**src/rtl/ptw_multilevel.sv**
```systemverilog
// Radix page table walker: walks a LEVELS-deep table from a per-request root,
// stopping early on superpage leaves and reporting faults and the final level.
module ptw_multilevel #(
   parameter int ADDR_W   = 32,
   parameter int PTE_W    = 32,
   parameter int LEVELS   = 2,
   parameter int VPN_W    = 10,
   parameter int OFFSET_W = 12
) (
   input  logic              clk,
   input  logic              rst,
   input  logic              ptw_req_valid_i,
   output logic              ptw_req_ready_o,
   input  logic [ADDR_W-1:0] ptw_vaddr_i,
   input  logic [ADDR_W-1:0] ptw_root_i,
   output logic              ptw_resp_valid_o,
   input  logic              ptw_resp_ready_i,
   output logic [PTE_W-1:0]  ptw_pte_o,
   output logic              ptw_fault_o,
   output logic [1:0]        ptw_level_o,
   output logic              mem_req_valid_o,
   input  logic              mem_req_ready_i,
   output logic [ADDR_W-1:0] mem_addr_o,
   input  logic              mem_resp_valid_i,
   output logic              mem_resp_ready_o,
   input  logic [PTE_W-1:0]  mem_data_i
);

   typedef enum logic [1:0] {IDLE, MREQ, MWAIT, RESP} state_t;

   state_t            state_q, state_d;
   logic [ADDR_W-1:0] vaddr_q, vaddr_d;
   logic [ADDR_W-1:0] base_q, base_d;
   logic [1:0]        level_q, level_d;
   logic [PTE_W-1:0]  pte_q, pte_d;
   logic              fault_q, fault_d;
   logic [1:0]        end_level_q, end_level_d;

   logic [VPN_W-1:0]  vpn;
   logic [ADDR_W-1:0] vpn_offset;
   logic [ADDR_W-1:0] pte_addr;
   logic [ADDR_W-1:0] ptr_base;
   logic              pte_v, pte_r, pte_w, pte_x;
   logic              unused_bits;

   // Pick the VPN slice for the level currently being walked.
   always_comb begin
      vpn = '0;
      for (int l = 0; l < LEVELS; l++) begin
         if (level_q == 2'(l)) begin
            vpn = vaddr_q[OFFSET_W + l*VPN_W +: VPN_W];
         end
      end
   end

   always_comb begin
      vpn_offset = '0;
      vpn_offset[VPN_W+1:2] = vpn;
   end

   assign pte_addr = base_q + vpn_offset;
   assign ptr_base = ADDR_W'({mem_data_i[PTE_W-1:10], 10'b0});
   assign pte_v    = mem_data_i[0];
   assign pte_r    = mem_data_i[1];
   assign pte_w    = mem_data_i[2];
   assign pte_x    = mem_data_i[3];

   assign unused_bits = ^{vaddr_q, ptw_vaddr_i, mem_data_i};

   assign mem_addr_o  = (state_q == MREQ) ? pte_addr : '0;
   assign ptw_pte_o   = pte_q;
   assign ptw_fault_o = fault_q;
   assign ptw_level_o = end_level_q;

   always_ff @(posedge clk) begin
      if (rst) begin
         state_q     <= IDLE;
         vaddr_q     <= '0;
         base_q      <= '0;
         level_q     <= '0;
         pte_q       <= '0;
         fault_q     <= 1'b0;
         end_level_q <= '0;
      end else begin
         state_q     <= state_d;
         vaddr_q     <= vaddr_d;
         base_q      <= base_d;
         level_q     <= level_d;
         pte_q       <= pte_d;
         fault_q     <= fault_d;
         end_level_q <= end_level_d;
      end
   end

   // Invalid entries, write-without-read and pointers past the last level all fault.
   always_comb begin
      state_d          = state_q;
      vaddr_d          = vaddr_q;
      base_d           = base_q;
      level_d          = level_q;
      pte_d            = pte_q;
      fault_d          = fault_q;
      end_level_d      = end_level_q;
      ptw_req_ready_o  = 1'b0;
      mem_req_valid_o  = 1'b0;
      mem_resp_ready_o = 1'b0;
      ptw_resp_valid_o = 1'b0;

      case (state_q)
         IDLE: begin
            ptw_req_ready_o = 1'b1;
            if (ptw_req_valid_i) begin
               vaddr_d = ptw_vaddr_i;
               base_d  = ptw_root_i;
               level_d = 2'(LEVELS - 1);
               state_d = MREQ;
            end
         end
         MREQ: begin
            mem_req_valid_o = 1'b1;
            if (mem_req_ready_i) begin
               state_d = MWAIT;
            end
         end
         MWAIT: begin
            mem_resp_ready_o = 1'b1;
            if (mem_resp_valid_i) begin
               if (!pte_v || (pte_w && !pte_r)) begin
                  pte_d       = '0;
                  fault_d     = 1'b1;
                  end_level_d = level_q;
                  state_d     = RESP;
               end else if (!pte_r && !pte_w && !pte_x) begin
                  if (level_q == 2'd0) begin
                     pte_d       = '0;
                     fault_d     = 1'b1;
                     end_level_d = level_q;
                     state_d     = RESP;
                  end else begin
                     base_d  = ptr_base;
                     level_d = level_q - 2'd1;
                     state_d = MREQ;
                  end
               end else begin
                  pte_d       = mem_data_i;
                  fault_d     = 1'b0;
                  end_level_d = level_q;
                  state_d     = RESP;
               end
            end
         end
         RESP: begin
            ptw_resp_valid_o = 1'b1;
            if (ptw_resp_ready_i) begin
               state_d = IDLE;
            end
         end
         default: state_d = IDLE;
      endcase
   end

endmodule
```
**config.mk**
```make
export PLATFORM = sky130hd
export DESIGN_NAME = ptw_multilevel
export DESIGN_NICKNAME = d
export VERILOG_FILES = /design/src/rtl/ptw_multilevel.sv
export SDC_FILE = /design/constraint.sdc
export NUM_CORES = 1
export LEC_CHECK = 0
export ABC_AREA = 1
export ABC_CLOCK_PERIOD_IN_PS = 3800
export CAP_MARGIN = 10
export CELL_PAD_IN_SITES_DETAIL_PLACEMENT = 1
export CELL_PAD_IN_SITES_GLOBAL_PLACEMENT = 1
export CORE_AREA = 5 5 122 153
export DETAILED_ROUTE_END_ITERATION = 7
export DIE_AREA = 0 0 127 158
export PLACE_DENSITY = 0.79
export SLEW_MARGIN = 15
export SYNTH_ARGS = -nofsm -noshare
export SYNTH_HDL_FRONTEND = slang
export SYNTH_SLANG_ARGS = --single-unit
```
**constraint.sdc**
```tcl
create_clock -name clk -period 3.8 [get_ports clk]
set_clock_uncertainty 0.15 [all_clocks]
set_input_delay 0.38 -clock clk [delete_from_list [all_inputs] [get_ports clk]]
set_output_delay 0.38 -clock clk [all_outputs]
set_load 0.005 [all_outputs]
```
==> flow_summary.json, run 1 <==
{
  "drc": 0,
  "overflow": 0,
  "ios": 173,
  "critPathTopFamily": "buffers and inverters",
  "p_int_w": 0.002836,
  "syn_nets": 951,
  "synthSimpleGateAreaFrac_pct": 34.45,
  "route.final.wire_length_um": 18040,
  "cts_tree": "built",
  "drt_first_pass_iters": 4,
  "power_w": 0.004824,
  "wire_per_inst_um": 14.89,
  "place_congestion": 0.9128,
  "avgSynthCellArea_um2": 6.183,
  "via_count": 5651,
  "die_h_um": 158,
  "clock-sinks": 91,
  "muxShareOfSynthArea_pct": 0,
  "setup.worst_path.start_class": "flop",
  "p_switching_w": 0.001988,
  "cp.arrival_ns": 3.12,
  "p_seq_share_pct": 31.6,
  "worst-path-buf-inv": 4,
  "holdWs_ns": 0.3177,
  "peakVddDrop_mv": 0.3588,
  "cap_violations": 0,
  "worst_pin_slew_ns": 0.6203,
  "max_slew_margin_pct": 58.59,
  "finalCritPeriodShare_pct": 95.93,
  "async_flop_share_pct": 0,
  "start_util_pct": 30.12,
  "synth.area.top_cells": "dfxtp_1 35%, nand2_1 15%, nor2_1 11%, o21ai_0 8.8%, inv_1 6.6%",
  "fp-row-count": 54,
  "yosys.area.top_type": "dfxtp_1",
  "clockBufferDepth": 2,
  "path_class": "flop to output pin",
  "ys_warn_count": 0,
  "p_per_area_nw_per_um2": 643.9,
  "grt_max_degree": 49,
  "clk_pin_slew_worst_paths_ns": 0.06,
  "yosysTopAreaCellShare_pct": 35.25,
  "leakagePower_nw": 3.301,
  "grt_busiest_layer": "met2",
  "synth-xor-area-share_pct": 0.6778,
  "synth-compound-area-share_pct": 15.27,
  "grt_use_met3_pct": 5.062,
  "synth_common_cells": "212 x nand2_1, 149 x nor2_1, 91 x dfxtp_1, 91 x inv_1, 91 x o21ai_0",
  "synth_seq_area_share_pct": 35.25,
  "diodes": 0,
  "hold_viol": 0,
  "drv_slew": 0,
  "met1_usage_pct": 20.26,
  "fin_nets": 1099,
  "nFillCells": 2234,
  "routed_via_density": 4.663,
  "worst_path_max_delay_cell": "clkdlybuf4s50_1",
  "yosysMostFrequentCell": "nand2_1",
  "placed_cells": 1195,
  "grtUsageTotal_pct": 17.85,
  "coreArea_um2": 17160,
  "synth-seq-cells": 91,
  "globalRouteMet2Util_pct": 32.37,
  "synthFlopType": "dfxtp_1",
  "synth_edf_count": 0,
  "critPathMaxStageDelay_ns": 0.54,
  "min_period_ns": 3.645,
  "drive_gt1_share_pct": 8.603,
  "fin_cells": 1212,
  "cts_buffers": 9,
  "min_path_type": "flop to flop",
  "switching_share_pct": 41.21,
  "design.die.area_um2": 20070,
  "status": "complete, no violations",
  "synthDistinctLibCells": 28,
  "clk_latency_ns": 0.34,
  "combPwrFrac_pct": 48.1,
  "root_buffer": "clkbuf_16",
  "power_frac_clock_pct": 20.3,
  "dieWidth_um": 127,
  "syn_inst": 836,
  "cp.required_ns": 3.27,
  "synth_top_family_by_area": "simple AND/OR/NAND/NOR gates",
  "syn_to_final_growth_pct": 44.95,
  "critPathMaxFanout": 10,
  "ant_nets": 0,
  "grt_antenna_before_repair": 0,
  "grt_first_pass_wirelength_um": 28630,
  "grt_pass1_vias": 5753,
  "cp-end-kind": "output pin",
  "setup_violations": 0,
  "path_cells": "inv_2 -> ha_4 -> buf_4 -> nand2_1 -> nand2_1 -> ha_1 -> fa_2 -> buf_4 -> nand3_1 -> nand3_4 -> xnor2_1 -> nor2_1 -> clkdlybuf4s50_1",
  "syn_area_um2": 5169,
  "fmax_ghz": 0.2743,
  "portBuffers": 160,
  "dp_hpwl_um": 14230,
  "synth_adder_area_share_pct": 3.292,
  "cts_max_level": 3,
  "drt-initial-drc-count": 248
}
power by group through the flow:
stage / sequential, W / combinational [W] / clock (W)
2_1_floorplan: 0.00145 / 0.00139 / 0
3_3_place_gp: 0.00150 / 0.00214 / 0
3_5_place_dp: 0.00152 / 0.00219 / 0
4_1_cts: 0.00151 / 0.00229 / 0.00101
5_1_grt: 0.00156 / 0.00262 / 0.00105
6_report: 0.00153 / 0.00232 / 0.000979
state kept, by name, summed over array words and instances, names as in the netlist:
signal	cells
base_q	32
ptw_pte_o	32
vaddr_q	20
level_q	2
ptw_level_o	2
state_q	2
ptw_fault_o	1
worst min-delay path, delay by kind of cell, from the launching register on:
family	cells	cell delay, ns
AOI/OAI and AO/OA	1	0.05
buffers and inverters	1	0.05
DFF	1	0.32
metal layers:
layer	part of all wire, %	vias to the layer above
met5	0	-
met4	1.7	0
met3	6.0	16
met2	51	110
met1	41	2598
li1	-	2927
cell families after synthesis:
group                    Yosys count
AO/OA/AOI/OAI                    156
XOR/XNOR                           4
AND/OR/NAND/NOR                  439
flip-flops                        91
adder cells (fa/ha/maj)           13
buffers and inverters            133
final cells by class:
cell class / count / area, um2 / area share [%]
multi-input combinational: 612 / 2982 / 39.80
sequential: 91 / 1826 / 24.37
timing repair buffer: 174 / 1715 / 22.90
inverter: 96 / 364.1 / 4.860
tap: 224 / 280.3 / 3.741
clock buffer: 10 / 239.0 / 3.190
clock inverter: 5 / 86.33 / 1.152
cells in the final DEF, fill, tap and decap left out, types with 2 or more instances in the layout:
master           count
inv_1               90
nand3b_1             2
inv_2                4
dfxtp_1             90
nor2_4               2
nand4_1              4
ha_4                 8
clkbuf_16            9
nand3_4              2
nand3_2              6
nand2_2              7
a21oi_1             40
clkdlybuf4s50_1    155
ha_1                 2
nor2_1             139
a21oi_2              2
bufinv_16            2
buf_4               14
clkinv_4             2
ha_2                 2
and2_1               2
o21ai_1             21
xnor2_1              4
nand2_1            208
nor2_2              19
dlymetal6s2s_1       4
o21ai_0             91
nand3_1             39
nor3_1               9
per-stage QoR:
stage | worst slack [ns] | cell area (um2) | setup TNS, ns | util [%]
after floorplan | 0.9710 | 5169 | 0 | -
after global placement | 0.1000 | 6930 | 0 | 40.38
after detailed placement | 0.04501 | 6930 | 0 | 40.38
after CTS | 0.0009790 | 7386 | 0 | 43.04
after global routing | -0.00005085 | 7492 | -0.00005085 | 43.66
final | 0.1547 | 7492 | 0 | 43.66
worst paths after layout:
path | start | end | slack, ns | depth (start not counted)
max | level_q[1] | mem_addr_o[12] | 0.15 | 13
min | ptw_pte_o[0] | ptw_pte_o[0] | 0.32 | 2
max reg2reg | level_q[0] | ptw_pte_o[12] | 1.27 | 10
min reg2reg | ptw_pte_o[0] | ptw_pte_o[0] | 0.32 | 2
what timing repair did:
action	in CTS	in global routing
hold buffers	0	0
cloned	0	0
setup endpoints to repair	21	20
pin swaps	3	3
buffers inserted	0	2
resized for setup	23	28
Note: power is estimated with default switching activity, not from simulation.
==> run 2, diff against run 1 <==
- GPL_ROUTABILITY_DRIVEN: not set -> 0
==> results of run 2 <==
The final DEF is identical to that of run 1; final timing and power are the same.
